==> config.mk <==
export PLATFORM = sky130hd
export DESIGN_NAME = stream_demux_2way
export DESIGN_NICKNAME = d
export VERILOG_FILES = /design/src/rtl/stream_demux_2way_pkg.sv /design/src/rtl/stream_demux_2way_reg_slice.sv /design/src/rtl/stream_demux_2way.sv
export SDC_FILE = /design/constraint.sdc
export NUM_CORES = 1
export LEC_CHECK = 0
export ABC_CLOCK_PERIOD_IN_PS = 3000
export CAP_MARGIN = 5
export CORE_MARGIN = 5
export CORE_UTILIZATION = 40
export DETAILED_ROUTE_END_ITERATION = 10
export PLACE_DENSITY = 0.82
export REMOVE_ABC_BUFFERS = 1
export SYNTH_ARGS = -nofsm -noshare
export SYNTH_HDL_FRONTEND = slang
export SYNTH_SLANG_ARGS = --single-unit
==> constraint.sdc <==
create_clock -name clk -period 3 [get_ports clk]
set_clock_uncertainty 0.1 [all_clocks]
set_input_delay 0.75 -clock clk [delete_from_list [all_inputs] [get_ports clk]]
set_output_delay 0.75 -clock clk [all_outputs]
set_load 0.02 [all_outputs]
==> src/rtl/stream_demux_2way_pkg.sv <==
// Shared select encodings and defaults for the 1-to-2 stream demux.
// The same encodings drive the datapath 2:1 select muxes.
package stream_demux_2way_pkg;

  localparam logic SEL_OUT0 = 1'b0;
  localparam logic SEL_OUT1 = 1'b1;

  localparam int N_DEFAULT  = 32;
  localparam int CW_DEFAULT = 16;

  // One-hot load enable per output from the select bit
  function automatic logic [1:0] sel_decode(input logic sel);
    logic [1:0] en;
    en = 2'b00;
    if (sel == SEL_OUT0) en[0] = 1'b1;
    if (sel == SEL_OUT1) en[1] = 1'b1;
    return en;
  endfunction

endpackage

==> src/rtl/stream_demux_2way_reg_slice.sv <==
// Single-entry valid/ready register stage.
// Load wins over unload, which gives back-to-back streaming.
module stream_reg_slice #(
  parameter int N = 32
) (
  input  logic         clk,
  input  logic         reset,
  input  logic         load,
  input  logic [N-1:0] in_data,
  output logic         out_valid,
  input  logic         out_ready,
  output logic [N-1:0] out_data
);

  logic         valid_q, valid_d;
  logic [N-1:0] data_q, data_d;

  always_comb begin
    valid_d = valid_q;
    data_d  = data_q;
    if (load) begin
      valid_d = 1'b1;
      data_d  = in_data;
    end else if (valid_q && out_ready) begin
      valid_d = 1'b0;
    end
  end

  always_ff @(posedge clk) begin
    if (reset) begin
      valid_q <= 1'b0;
      data_q  <= '0;
    end else begin
      valid_q <= valid_d;
      data_q  <= data_d;
    end
  end

  assign out_valid = valid_q;
  assign out_data  = data_q;

endmodule

==> src/rtl/stream_demux_2way.sv <==
// Registered 1-to-2 valid/ready demux with per-output
// delivered-beat counters.
module stream_demux_2way
  import stream_demux_2way_pkg::*;
#(
  parameter int N  = N_DEFAULT,
  parameter int CW = CW_DEFAULT
) (
  input  logic          clk,
  input  logic          reset,
  input  logic          in_valid,
  output logic          in_ready,
  input  logic [N-1:0]  in_data,
  input  logic          in_sel,
  output logic          out0_valid,
  input  logic          out0_ready,
  output logic [N-1:0]  out0_data,
  output logic          out1_valid,
  input  logic          out1_ready,
  output logic [N-1:0]  out1_data,
  output logic [CW-1:0] count0,
  output logic [CW-1:0] count1
);

  logic [1:0]    load;
  logic          deliver0, deliver1;
  logic [CW-1:0] count0_q, count0_d;
  logic [CW-1:0] count1_q, count1_d;

  // Ready depends only on the selected output, never on in_valid
  always_comb begin
    in_ready = 1'b0;
    if (!reset) begin
      if (in_sel == SEL_OUT1) in_ready = !out1_valid || out1_ready;
      else                    in_ready = !out0_valid || out0_ready;
    end
  end

  assign load = (in_valid && in_ready) ? sel_decode(in_sel) : 2'b00;

  stream_reg_slice #(.N(N)) u_slice0 (
    .clk       (clk),
    .reset     (reset),
    .load      (load[0]),
    .in_data   (in_data),
    .out_valid (out0_valid),
    .out_ready (out0_ready),
    .out_data  (out0_data)
  );

  stream_reg_slice #(.N(N)) u_slice1 (
    .clk       (clk),
    .reset     (reset),
    .load      (load[1]),
    .in_data   (in_data),
    .out_valid (out1_valid),
    .out_ready (out1_ready),
    .out_data  (out1_data)
  );

  assign deliver0 = out0_valid && out0_ready;
  assign deliver1 = out1_valid && out1_ready;

  always_comb begin
    count0_d = count0_q + CW'(deliver0);
    count1_d = count1_q + CW'(deliver1);
  end

  always_ff @(posedge clk) begin
    if (reset) begin
      count0_q <= '0;
      count1_q <= '0;
    end else begin
      count0_q <= count0_d;
      count1_q <= count1_d;
    end
  end

  assign count0 = count0_q;
  assign count1 = count1_q;

endmodule

==> results.ini <==
[status]
status = completed

[sta]
slew_violations = 0
max_freq_mhz = 356
layout_min_cycle_time_ns = 2.81
slew_headroom_pct = 33.8
final_hold_viol_count = 0
grt_setup_unrepaired = no
worst_pin_slew_ns = 0.993
hold_slack_ns = 0.359
finalSetupViolCount = 0
layout_setup_ws_ns = 0.191
layout_worst_path_cycle_share_pct = 93.6

[global_routing]
use_met2_pct = 31.6
grt_max_degree = 97
grt_pass1_wl_um = 16300
grtUsageMet1_pct = 18.9
overflow = 0
grt_use_met3_pct = 6.50
grt.busiest_layer = met2
antenna_found_initial = 0
grt_pass1_vias = 3497
grt_util_all_layers_pct = 17.6

[clocking]
cts_buffer_depth = 2
htreeDepth = 3
cts_tree = yes
postCtsSetupBuffers = 0
root_buffer = clkbuf_8
cts.sinks = 98
cts_resized = 1
cts_inserted_buffers = 9
cts_hold_buf = 0
clkLatencyLatePin_ns = 0.35
clk_pin_slew_worst_paths_ns = 0.10

[worst_setup_path]
cp-end-kind = output pin
startpoint_type = input port
path_buf_inv = 2
critPathArrivalTime_ns = 1.96
crit_chain = clkdlybuf4s50_1 -> nand2b_1 -> a21oi_1 -> nor2_1 -> dlygate4sd2_1
cp_max_fo = 4
critPathSlowestCell = clkdlybuf4s50_1
path_class = input port to output pin
required_ns = 2.15
path_delay_family = buffers and inverters
max_stage_delay_ns = 0.44

[drt]
vias = 3452
first_pass_iters = 4
drt_iter0_drc = 97
ant_nets = 0
viasPerCell = 4.97
wl_per_cell_um = 14.5
wl_um = 10100
drc = 0

[power]
powerDensity_nw_per_um2 = 459
irDropWorstVdd_uv = 261
leakage_nw = 1.84

[place]
hpwl_um = 7090
dp_cells = 679
numPortBuffers = 136
place_ws_ns = -0.0885
finalWeightedCongestion = 0.797

[yosys]
ys_seq_area_share_pct = 52.2
synthTopCellsByArea = dfxtp_1, nand2_1, a21oi_1
yosys_warnings = 0
synth-async-reset-ratio_pct = 0
netlist.area_leader.share_pct = 52.2
yosysTopAreaCell = dfxtp_1
syn_area_um2 = 3760
ys_seq_elements = 98
yosysMostFrequentCell = nand2_1
synth_common_cells = nand2_1, dfxtp_1, a21oi_1
synth_cells = 450
synth_cell_type_count = 27
avgSynthCellArea_um2 = 8.35
synth_ff_type = dfxtp_1
synth_edf_count = 0

[finish]
drive_gt1_share_pct = 6.34
fin_cells = 695
nNetsFinal = 623
syn2layout_area_growth_pct = 43.7
diodes = 0

[run]
cap_viol_max_count = 0

[die]
fp.dieW_um = 107
start_util_pct = 40.9
core_region_area_um2 = 9200
io_pins = 137
die_area_um2 = 11400
die_h_um = 107
rows = 35

[hold_path]
min_path_type = register to register

[per-layer routing]
layer | share of wire, % | vias up | routed length (µm)
met2 | 51 | 95 | 5150
met3 | 8.3 | 13 | 832
met5 | 0 | - | 0
li1 | - | 1724 | -
met1 | 39 | 1620 | 3940
met4 | 1.3 | 0 | 135
[path summary, 6_finish.rpt]
path / from / endpoint / slack (ns) / cells after the start
min: u_slice1.out_data[0]$_SDFFE_PP0P_ / u_slice1.out_data[0]$_SDFFE_PP0P_ / 0.36 / 2
max: out1_ready / in_ready / 0.19 / 5
min reg2reg: u_slice1.out_data[0]$_SDFFE_PP0P_ / u_slice1.out_data[0]$_SDFFE_PP0P_ / 0.36 / 2
max reg2reg: u_slice1.out_valid$_SDFFE_PP0P_ / count1[14]$_SDFF_PP0_ / 1.19 / 7
[sequential cells by signal, summed over array words and instances (netlist names)]
signal,flops
count1,16
u_slice1.out_data,32
u_slice0.out_valid,1
u_slice0.out_data,32
count0,16
u_slice1.out_valid,1
[power breakdown]
part / internal (mW) / switching (mW)
Clock: 0.402 / 0.478
Combinational: 0.119 / 0.133
Sequential: 1.33 / 0.0158
[area by class of cell]
type | count | area, µm²
fill | 818 | 3800
sequential | 98 | 1960
multi-input combinational | 323 | 1660
timing repair buffer | 144 | 1420
tap | 111 | 139
clock buffer | 9 | 124
clock inverter | 7 | 83.8
inverter | 3 | 11.3
[stage by stage]
step,area [µm²],utilization [%],power (mW),setup TNS [ns]
after floorplan,3630,-,1.46,0
after global placement,5190,56.5,1.62,-0.0911
after detailed placement,5190,56.5,1.63,-0.0885
after CTS,5400,58.7,2.52,0
after global routing,5400,58.7,2.59,0
final,5400,58.7,2.48,0
[tightest hold or removal path, cell delays in order, from the launching register on]
cell and delay [ns]:
dfxtp_1 0.32, nand2_1 0.05, a21oi_1 0.05
[logic make-up after synthesis]
group	count (synthesis)	synth area share [%]
and+or+nand+nor	219	26.5
DFF	98	52.2
AOI/OAI and AO/OA	74	9.86
buffers and inverters	29	3.73
xor gates and xnor gates	23	5.36
adders and majority gates	6	2.00
muxes	1	0.300
[cell usage in the layout (no fill, tap or decap), types with 4 or more instances in the layout]
master / Yosys / final
a21oi_1: 70 / 70
buf_4: 3 / 9
clkbuf_8: 0 / 9
clkdlybuf4s50_1: 0 / 134
dfxtp_1: 98 / 98
ha_1: 6 / 6
nand2_1: 138 / 138
nand3_1: 12 / 12
nor2_1: 29 / 29
nor2b_1: 7 / 7
nor3_1: 7 / 7
nor4_2: 7 / 7
o21ai_0: 4 / 4
or3_1: 5 / 5
xnor2_1: 19 / 19
xor2_1: 4 / 4
Power figures use the tool's default switching activity.
